[src/rtl/bios_sram_arbiter.sv]
// Single-port arbiter for the next186 8-bit SRAM bus: HPS BIOS loader vs core port, plus BIOS-load reset sequencing.
// Optional feature macro: BIOS_CHECKSUM_EN (16-bit running sum of loaded BIOS bytes on bios_sum).
//
// state     | meaning
// ----------+--------------------------------------------------------------
// ST_IDLE   | bus quiet; pick loader buffer first, then an unblocked core request
// ST_SETUP  | address/data driven, write enable still high
// ST_STROBE | ACCESS_CYCLES cycles; we_n low for writes, read data captured on the last one
// ST_HOLD   | we_n high, address/data stable; core ack or loader buffer release
module bios_sram_arbiter #(
   parameter logic [15:0] BIOS_INDEX    = 16'd0,
   parameter logic [20:0] BIOS_BASE     = 21'h1F0000,
   parameter int unsigned ACCESS_CYCLES = 3,
   parameter int unsigned RESET_HOLD    = 16
) (
   input  logic        clk_sys,
   input  logic        reset_n,
   input  logic        ioctl_download,
   input  logic [15:0] ioctl_index,
   input  logic        ioctl_wr,
   input  logic [24:0] ioctl_addr,
   input  logic [7:0]  ioctl_dout,
   output logic        ioctl_wait,
   input  logic        core_req,
   input  logic        core_we,
   input  logic [20:0] core_addr,
   input  logic [7:0]  core_wdata,
   output logic [7:0]  core_rdata,
   output logic        core_ack,
   output logic        core_reset,
   output logic        bios_loaded,
   output logic [20:0] sram_a,
   output logic [7:0]  sram_dout,
   input  logic [7:0]  sram_din,
   output logic        sram_oe,
   output logic        sram_we_n,
   output logic [15:0] bios_sum
);

   typedef enum logic [1:0] {ST_IDLE, ST_SETUP, ST_STROBE, ST_HOLD} state_t;

   localparam logic [3:0] ACC_LD  = 4'(ACCESS_CYCLES);
   localparam logic [7:0] HOLD_LD = 8'(RESET_HOLD);

   state_t      state_q, state_d;
   logic [3:0]  strobe_cnt_q, strobe_cnt_d;
   logic        is_wr_q, is_wr_d;
   logic        is_ldr_q, is_ldr_d;
   logic [20:0] sram_a_q, sram_a_d;
   logic [7:0]  sram_dout_q, sram_dout_d;
   logic [7:0]  rdata_q, rdata_d;
   logic        buf_full_q, buf_full_d;
   logic [20:0] buf_addr_q, buf_addr_d;
   logic [7:0]  buf_data_q, buf_data_d;
   logic        dl_q, dl_d;
   logic        done_pend_q, done_pend_d;
   logic        loaded_q, loaded_d;
   logic        core_rst_q, core_rst_d;
   logic [7:0]  hold_cnt_q, hold_cnt_d;
   logic        hold_act_q, hold_act_d;

   logic qual, dl_start, dl_end, core_block, ldr_clr, accept;
   logic unused_addr_hi;

   // Upper download offset bits are deliberately discarded before the base add.
   assign unused_addr_hi = ^ioctl_addr[24:21];

`ifdef BIOS_CHECKSUM_EN
   logic [15:0] sum_q, sum_d;
`endif

   always_comb begin
      qual       = ioctl_download && (ioctl_index == BIOS_INDEX);
      dl_start   = qual && !dl_q;
      dl_end     = !qual && dl_q;
      core_block = qual || core_rst_q;
      ldr_clr    = (state_q == ST_HOLD) && is_ldr_q;
      accept     = ioctl_wr && qual && (!buf_full_q || ldr_clr);

      state_d      = state_q;
      strobe_cnt_d = strobe_cnt_q;
      is_wr_d      = is_wr_q;
      is_ldr_d     = is_ldr_q;
      sram_a_d     = sram_a_q;
      sram_dout_d  = sram_dout_q;
      rdata_d      = rdata_q;
      buf_full_d   = buf_full_q;
      buf_addr_d   = buf_addr_q;
      buf_data_d   = buf_data_q;
      dl_d         = qual;
      done_pend_d  = done_pend_q;
      loaded_d     = loaded_q;
      core_rst_d   = core_rst_q;
      hold_cnt_d   = hold_cnt_q;
      hold_act_d   = hold_act_q;
`ifdef BIOS_CHECKSUM_EN
      sum_d        = sum_q;
`endif

      case (state_q)
         ST_IDLE: begin
            if (buf_full_q) begin
               state_d     = ST_SETUP;
               is_wr_d     = 1'b1;
               is_ldr_d    = 1'b1;
               sram_a_d    = buf_addr_q;
               sram_dout_d = buf_data_q;
            end else if (core_req && !core_block) begin
               state_d     = ST_SETUP;
               is_wr_d     = core_we;
               is_ldr_d    = 1'b0;
               sram_a_d    = core_addr;
               sram_dout_d = core_wdata;
            end
         end
         ST_SETUP: begin
            state_d      = ST_STROBE;
            strobe_cnt_d = ACC_LD;
         end
         ST_STROBE: begin
            if (strobe_cnt_q == 4'd1) begin
               state_d = ST_HOLD;
               if (!is_wr_q) rdata_d = sram_din;
            end else begin
               strobe_cnt_d = strobe_cnt_q - 4'd1;
            end
         end
         ST_HOLD: begin
            state_d = ST_IDLE;
            if (is_ldr_q) begin
               buf_full_d = 1'b0;
`ifdef BIOS_CHECKSUM_EN
               if (!loaded_q) sum_d = sum_q + {8'h00, sram_dout_q};
`endif
            end
         end
         default: state_d = ST_IDLE;
      endcase

      // A new byte arriving as the loader HOLD frees the buffer takes the slot.
      if (accept) begin
         buf_full_d = 1'b1;
         buf_addr_d = BIOS_BASE + ioctl_addr[20:0];
         buf_data_d = ioctl_dout;
      end

      if (dl_start) begin
         loaded_d    = 1'b0;
         core_rst_d  = 1'b1;
         done_pend_d = 1'b0;
         hold_act_d  = 1'b0;
`ifdef BIOS_CHECKSUM_EN
         sum_d       = 16'h0000;
`endif
      end else begin
         if (dl_end) done_pend_d = 1'b1;
         if (done_pend_q && !buf_full_q && (state_q == ST_IDLE)) begin
            done_pend_d = 1'b0;
            loaded_d    = 1'b1;
            hold_cnt_d  = HOLD_LD;
            hold_act_d  = 1'b1;
         end else if (hold_act_q) begin
            if (hold_cnt_q == 8'd1) begin
               hold_cnt_d = 8'd0;
               hold_act_d = 1'b0;
               core_rst_d = 1'b0;
            end else begin
               hold_cnt_d = hold_cnt_q - 8'd1;
            end
         end
      end
   end

   always_ff @(posedge clk_sys or negedge reset_n) begin
      if (!reset_n) begin
         state_q      <= ST_IDLE;
         strobe_cnt_q <= 4'd0;
         is_wr_q      <= 1'b0;
         is_ldr_q     <= 1'b0;
         sram_a_q     <= 21'd0;
         sram_dout_q  <= 8'd0;
         rdata_q      <= 8'd0;
         buf_full_q   <= 1'b0;
         buf_addr_q   <= 21'd0;
         buf_data_q   <= 8'd0;
         dl_q         <= 1'b0;
         done_pend_q  <= 1'b0;
         loaded_q     <= 1'b0;
         core_rst_q   <= 1'b1;
         hold_cnt_q   <= 8'd0;
         hold_act_q   <= 1'b0;
      end else begin
         state_q      <= state_d;
         strobe_cnt_q <= strobe_cnt_d;
         is_wr_q      <= is_wr_d;
         is_ldr_q     <= is_ldr_d;
         sram_a_q     <= sram_a_d;
         sram_dout_q  <= sram_dout_d;
         rdata_q      <= rdata_d;
         buf_full_q   <= buf_full_d;
         buf_addr_q   <= buf_addr_d;
         buf_data_q   <= buf_data_d;
         dl_q         <= dl_d;
         done_pend_q  <= done_pend_d;
         loaded_q     <= loaded_d;
         core_rst_q   <= core_rst_d;
         hold_cnt_q   <= hold_cnt_d;
         hold_act_q   <= hold_act_d;
      end
   end

`ifdef BIOS_CHECKSUM_EN
   always_ff @(posedge clk_sys or negedge reset_n) begin
      if (!reset_n) sum_q <= 16'h0000;
      else          sum_q <= sum_d;
   end
   assign bios_sum = sum_q;
`else
   assign bios_sum = 16'h0000;
`endif

   // Strobe decode comes straight from state so reset releases we_n without a clock.
   assign sram_we_n   = !((state_q == ST_STROBE) && is_wr_q);
   assign sram_oe     = is_wr_q && (state_q != ST_IDLE);
   assign sram_a      = sram_a_q;
   assign sram_dout   = sram_dout_q;
   assign core_ack    = (state_q == ST_HOLD) && !is_ldr_q;
   assign core_rdata  = rdata_q;
   assign ioctl_wait  = buf_full_q;
   assign core_reset  = core_rst_q;
   assign bios_loaded = loaded_q;

endmodule
[config.mk]
export PLATFORM = sky130hd
export DESIGN_NAME = bios_sram_arbiter
export DESIGN_NICKNAME = d
export VERILOG_FILES = /design/src/rtl/bios_sram_arbiter.sv
export SDC_FILE = /design/constraint.sdc
export NUM_CORES = 1
export LEC_CHECK = 0
export BUFFER_PORTS_ARGS = -buffer_cell sky130_fd_sc_hd__clkbuf_2
export CORE_UTILIZATION = 46
export DETAILED_ROUTE_END_ITERATION = 6
export PLACE_DENSITY = 0.87
export SLEW_MARGIN = 20
export SYNTH_ARGS = -nofsm -noshare
export SYNTH_HDL_FRONTEND = slang
export SYNTH_SLANG_ARGS = --single-unit
[constraint.sdc]
create_clock -name clk_sys -period 2 [get_ports clk_sys]
set_input_delay 0.4 -clock clk_sys [delete_from_list [all_inputs] [get_ports clk_sys]]
set_output_delay 0.4 -clock clk_sys [all_outputs]
set_load 0.02 [all_outputs]
==> results of run 1 <==
## layer usage
layer / global-route usage / vias to the layer above / wire length [µm] / part of all wire
met5: 0 / - / 0 / 0
met4: 0.06466 / 0 / 136 / 0.013
met3: 0.05641 / 14 / 587 / 0.056
met2: 0.3909 / 104 / 5374 / 0.52
met1: 0.2363 / 1754 / 4308 / 0.41
li1: - / 1680 / - / -
## cells in the mapped netlist, types with 4 or more instances
cell and count:
nor2_1 16, nor3_1 5, clkbuf_1 14, dfrtp_1 87
o22ai_1 29, mux2_1 29, mux2i_1 30, buf_6 4
nand2b_1 31, nand2_1 16, inv_1 15, o21ai_0 9
a21oi_1 36, mux2_2 8, buf_4 17, ha_1 10
nor2b_1 6
## worst max-delay path: stages, from the launching register on
cell	delay (ps)
dfrtp_1	370
buf_4	130
ha_1	160
nand2_1	80
nand2_1	70
nand2_1	60
nor4_2	250
buf_12	250
mux2_1	370
## through the flow
stage          worst slack, ps  total power, mW
6_report                 108.1            7.051
5_1_grt                  5.338            7.491
4_1_cts                 0.6551            6.936
3_5_place_dp            -140.1            5.515
3_3_place_gp            -59.40            5.339
2_1_floorplan            3.162            4.596
## final cells by class
cell class,instances,area (µm²)
fill,790,3734
sequential,88,2203
multi-input combinational,282,2038
timing repair buffer,148,885.9
tap,129,161.4
clock buffer,10,137.6
clock inverter,6,67.56
inverter,15,56.30
## power groups by stage
| stage | registers (mW) | logic (mW) | clock network (mW) |
|---|---|---|---|
| after global placement | 2.69 | 2.65 | 0 |
| after detailed placement | 2.73 | 2.79 | 0 |
| after global routing | 2.77 | 3.34 | 1.38 |
| final | 2.71 | 3.06 | 1.28 |
| after CTS | 2.70 | 2.93 | 1.31 |
| after floorplan | 3.05 | 1.55 | 0 |
## registers in the layout, indices dropped and copies added, names as in the netlist
signal,cells
bios_loaded,1
state_q,2
done_pend_q,1
ioctl_wait,1
sram_dout,8
core_reset,1
core_rdata,8
is_ldr_q,1
dl_q,1
is_wr_q,1
sram_a,21
buf_data_q,8
buf_addr_q,21
hold_cnt_q,8
strobe_cnt_q,4
hold_act_q,1
## final timing paths
check | from | end | slack, ps | cells past startpoint
hold / removal | ioctl_addr[12] | buf_addr_q[12] | 250 | 2
setup / recovery | state_q[0] | buf_data_q[0] | 110 | 8
hold reg to reg | buf_data_q[5] | buf_data_q[5] | 500 | 1
max in group asynchronous | reset_n | core_reset | 990 | 3
setup reg to reg | state_q[0] | buf_data_q[0] | 110 | 8
min in group asynchronous | reset_n | buf_addr_q[3] | 410 | 2
## timing repair
item	in CTS	in global routing
buffers inserted	0	1
gates cloned	1	1
hold buffers	1	0
hold endpoints to repair	8	0
endpoints found under the setup margin	1	2
resized for setup	0	6
## kinds of logic (layout without fill, tap and decap cells)
family,Yosys count,in the layout,share of synthesized area
flip-flops,88,88,0.4952
XOR/XNOR,4,4,0.007875
other,1,16,0.0008428
AND/OR/NAND/NOR,95,95,0.1173
buffers and inverters,53,179,0.06636
AO/OA/AOI/OAI,90,90,0.1232
adder cells (fa/ha/maj),10,10,0.02812
multiplexers,67,67,0.1611
## placed cells by master, fill, tap and decap left out, drive strengths merged, types with 2 or more instances in the layout
cell      synthesis  layout
clkbuf           14     139
dfrtp            87      87
mux2             37      37
a21oi            36      36
nand2b           31      31
mux2i            30      30
o22ai            29      29
buf              24      17
nand2            16      16
conb              1      16
inv              15      16
nor2             16      16
o21ai            10      10
ha               10      10
nor2b             6       6
nor3              5       5
or3               3       3
nor3b             3       3
or2               3       3
nand3             3       3
xor2              3       3
nor4              3       3
nand3b            2       2
a21o              2       2
o21a              2       2
a31oi             2       2
clkinvlp          0       2
o41ai             2       2
clkinv            0       2
==> summary.txt, run 1 <==
Status
  • Status: finished, final reports clean

Logic synthesis
  • Synth warn: 0
  • Area leader, netlist: dfrtp_1
  • Synth Cell Area: 4449 µm²
  • Post-Syn Instances: 408
  • Number of synthesized flops with an enable pin: 0
  • Ys flop type: dfrtp_1
  • Average size of a mapped cell: about 11 µm²
  • Ranking of synthesized cells by area: dfrtp_1 49%, mux2_1 7.3%, mux2i_1 6.7%
  • Yosys top cell area share: 0.4893
  • Post-synth cell types: 45
  • Fraction of registers with async set/reset: 1.000
  • Synth Register Bits: just under 90
  • Sequential share of the synthesized area: 0.4952

STA
  • Final period util: 0.9460
  • RSZ-0062 raised after global routing: false
  • Setup Skew: 12.52 ps
  • Fin Hold WS: 254.0 ps
  • Final-report setup violation count: 0
  • Max Clk Rate: 0.5286 GHz
  • Setup TNS: 0 ps
  • Final max-slew violation count: 0
  • Fin crit period: ~1900 ps
  • Final Hold Vio Count: 0

Placement
  • Post-DP Area: 5245 µm²
  • Number of buffers added on ports: 130
  • Detailed placement HPWL: 6944 µm
  • Placed cell count: 658
  • Placer Congestion: 0.7977

Final layout
  • Ant diodes: 0
  • Finished Layout Cells: 678
  • Layout area overhead: 24.75%
  • Fin area: 5550 µm²
  • Nets: 646
  • Final design utilization: 0.5978
  • Layout cells sized above 1: 0.3315

Drt
  • Vias: approximately 3600
  • Routed Wire Length: ~10000 µm
  • Pre-antenna DRT Iters: 4
  • Avg Vias per Cell: between 5 and 6
  • Detailed Route Iter0 Violations: 113
  • Residual DRC count: 0
  • Number of routed nets with antenna violations: 0
  • Routed len/inst: 15.35 µm

Clocking
  • Clock Tree Root: clkbuf_8
  • CTS Buf Count: 9
  • Clk slew on worst S/H paths: 90 ps
  • Worst-Skew Late Latency: 360 ps
  • Clk buf depth: 2
  • H-tree depth: 3
  • Sinks on Clock Net: approximately 90
  • CTS tree: done

Power and ir drop
  • Psw: 2.814 mW
  • Reg power frac: 0.384
  • Pwr Density: 1270 nW/µm²
  • Peak VDD IR: 0.6023 mV
  • Sw frac: 0.3991
  • Pint: ~4.2 mW
  • Leakage: 2.869 nW
  • Logic pwr share: 0.434
  • Clk pwr share: 0.182

Worst setup path
  • WS Path Type: reg -> reg
  • Startpoint types: flop
  • CP Data Arrival Time: 2120 ps
  • Worst Path Max Fanout: 29
  • Worst EP required: 2230 ps
  • Critical path endpoint category: flop

Hold path
  • Hold Crit Class: in -> reg

Global routing
  • Number of global-route vias before repair: roughly 3800
  • Global-route wire length before repair: 16720 µm
  • Initial antenna violation count: 0
  • Overall routing resource usage: 0.2114
  • Largest net degree at the start of global routing: 55
  • Gr ovfl total: 0

Die
  • Die width: 100.3 µm
  • Rows: 35
  • Core area: 9284 µm²
  • IO Count: 151
  • Die Height: about 100 µm
  • Initial Utilization: 0.4792
  • Die ar.: about 10000 µm²

Run
  • MaxCap Viol Count: 0
(Power assumes the default switching activity.)
==> run 2: changes to the inputs <==
CELL_PAD_IN_SITES_DETAIL_PLACEMENT = 2   (was default)
CELL_PAD_IN_SITES_GLOBAL_PLACEMENT = 2   (was default)
CORE_UTILIZATION = 28   (was 46)
PLACE_DENSITY = 0.86   (was 0.87)
==> run 2 against run 1 <==
  * Via count up 3.1%
  * Clock-buffer cell count increased by 2
  * Clock power grew 37%
  * Combinational power up 6.5%
  * Hold slack better by 12 ps
  * Largest cell class unchanged
  * Largest power group unchanged
==> summary.txt, run 2 (synthesis gave the netlist of run 1 again) <==
Power and ir drop
  • Pint: 4.719 mW (+11%)
  • Sw frac: 0.3911 (-0.008043)
  • Leakage: 2.951 nW (+2.9%)
  • Pwr Density: 1328 nW/µm² (+4.5%)
  • Logic pwr share: 0.421 (-0.013)
  • Psw: 3.031 mW (+7.7%)
  • Peak VDD IR: 0.4262 mV (-29%)
  • Clk pwr share: 0.226 (+0.044)
  • Reg power frac: 0.353 (-0.031)

Global routing
  • GR Layer Usage met3: 0.03589 (-0.02051)
  • Met2 Track Usage GR: 0.3264 (-0.06453)
  • Largest net degree at the start of global routing: 47 (-15%)
  • Number of global-route vias before repair: 4269 (+14%)
  • Most Crowded Layer GR: met2
  • Overall routing resource usage: 0.1818 (-0.02965)
  • Met1 GRT Util: 0.2046 (-0.03166)
  • Global-route wire length before repair: 22490 µm (+35%)
  • Gr ovfl total: 0 (unchanged)
  • Initial antenna violation count: 0 (unchanged)

Final layout
  • Layout area overhead: 31.19%
  • Fin area: 5837 µm² (+5.2%)
  • Nets: 650 (+0.62%)
  • Most frequent cells in the layout: 129 x clkbuf_2, 87 x dfrtp_1, 36 x a21oi_1, 31 x nand2b_1, 30 x mux2i_1
  • Layout cells sized above 1: 0.3382 (+0.006644)
  • Ant diodes: 0 (unchanged)
  • Most common cell after layout, fill and taps aside: clkbuf_2

Worst setup path
  • Slack of the worst reg-to-reg path: 140 ps (+30 ps)
  • Worst EP required: 1600 ps (-630 ps)
  • Startpoint types: flop
  • FF-to-FF End: state_q[1]
  • Reg2reg start: strobe_cnt_q[1]
  • CP Data Arrival Time: 1530 ps (-590 ps)
  • Critical path endpoint category: output port
  • Worst-case reg-to-reg path depth: 6 (-2)
  • WS Path Type: reg -> out
  • Worst Path Max Fanout: 16 (-45%)

STA
  • Final Hold Vio Count: 0 (unchanged)
  • Final worst setup slack: 65.84 ps (-42.21 ps)
  • RSZ-0062 raised after global routing: false
  • Final period util: 0.9671 (+0.02110)
  • Max Clk Rate: 0.5170 GHz (-2.2%)
  • Fin Hold WS: 266.2 ps (+12.22 ps)
  • Final max-slew violation count: 0 (unchanged)
  • Setup Skew: 7.171 ps (-5.351 ps)
  • Final-report setup violation count: 0 (unchanged)
  • Fin crit period: 1934 ps (+42.21 ps)
  • Setup TNS: 0 ps (unchanged)

Hold path
  • HP Start: ioctl_addr[13]
  • Hold Crit Class: in -> reg
  • Hold endpoint: buf_addr_q[13]
  • Hold path cells: 2 (unchanged)

Placement
  • Detailed placement HPWL: 9553 µm (+38%)
  • Number of buffers added on ports: 130 (unchanged)
  • Placer Congestion: 0.7966 (-0.14%)
  • Dpl ws: -169.5 ps (-29.37 ps)
  • Post-DP Area: 5408 µm² (+3.1%)

Die
  • Core area: 15370 µm² (+66%)
  • IO Count: 151 (unchanged)
  • Initial Utilization: 0.2895 (-0.1898)
  • Die width: 128.1 µm (+28%)
  • Rows: 45 (+29%)
  • Die ar.: 16400 µm² (+63%)
  • Die Height: 128.1 µm (+28%)

Drt
  • Residual DRC count: 0 (unchanged)
  • Pre-antenna DRT Iters: 4 (unchanged)
  • Vias: 3663 (+3.1%)
  • Routed len/inst: 18.59 µm (+21%)
  • Detailed Route Iter0 Violations: 99 (-12%)
  • Number of routed nets with antenna violations: 0 (unchanged)
  • Routed Wire Length: 14210 µm (+37%)
  • Avg Vias per Cell: 4.795 (-8.5%)

Status
  • Status: finished, final reports clean

Run
  • MaxCap Viol Count: 0 (unchanged)

Clocking
  • Sinks on Clock Net: 88 (unchanged)
  • Clk buf depth: 2 (unchanged)
  • H-tree depth: 3 (unchanged)
  • CTS Buf Count: 9 (unchanged)
  • Clock Tree Root: clkbuf_16
  • CTS tree: done
  • Worst-Skew Late Latency: 350 ps (about the same)
  • Clk slew on worst S/H paths: 70 ps (-20 ps)
[run 2: worst max path at each step]
stage / start / to / slack (ps)
2_1_floorplan: state_q[0] / sram_oe / 3
3_3_place_gp: ioctl_index[8] / buf_addr_q[13] / -90
3_5_place_dp: ioctl_index[8] / sram_a[13] / -170
4_1_cts: state_q[0] / sram_oe / -8
5_1_grt: state_q[1] / sram_oe / 4
6_report: state_q[1] / sram_oe / 70
[run 2: what timing repair did]
| item | 4_1_cts | 5_1_grt |
|---|---|---|
| gates resized for setup | 3 | 5 |
| pin swaps | 0 | 1 |
| hold buffers | 1 | 0 |
| cloned | 2 | 0 |
| hold endpoints to repair | 19 | 0 |
| setup endpoints to repair | 2 | 13 |
| setup buffers | 0 | 2 |
[run 2: metal layers]
metal	wire length, µm	part of all wire
met1	5733	0.40
met3	574	0.040
met5	0	0
met2	7451	0.52
met4	447	0.031
[run 2: stage by stage]
| stage | cells | util | power [mW] |
|---|---|---|---|
| final | 764 | 0.3797 | 7.750 |
| after global routing | 764 | 0.3797 | 8.244 |
| after CTS | 762 | 0.3775 | 7.795 |
| after floorplan | 423 | - | 4.596 |
| after detailed placement | 743 | 0.3518 | 5.682 |
| after global placement | 743 | 0.3518 | 5.429 |
[run 2: critical path: stages, from the launching register on]
cell	delay (ps)
dfrtp_1	410
inv_1	120
ha_4	200
buf_12	160
nor2b_1	110
clkbuf_2	190
[run 2: cell type report]
type	instances	area, µm²
Inverter	15	56.30
Clock inverter	4	52.55
Tap cell	211	264.0
Fill cell	1665	9534
Clock buffer	12	256.5
Timing Repair Buffer	152	958.4
Sequential cell	88	2203
Multi-Input combinational cell	282	2046
[run 2: power by group through the flow]
stage,clock [mW],combinational [mW],sequential (mW)
floorplan,0,1.55,3.05
global placement,0,2.74,2.69
detailed placement,0,2.94,2.74
CTS,1.81,3.26,2.73
global route,1.88,3.57,2.80
finish,1.75,3.26,2.73
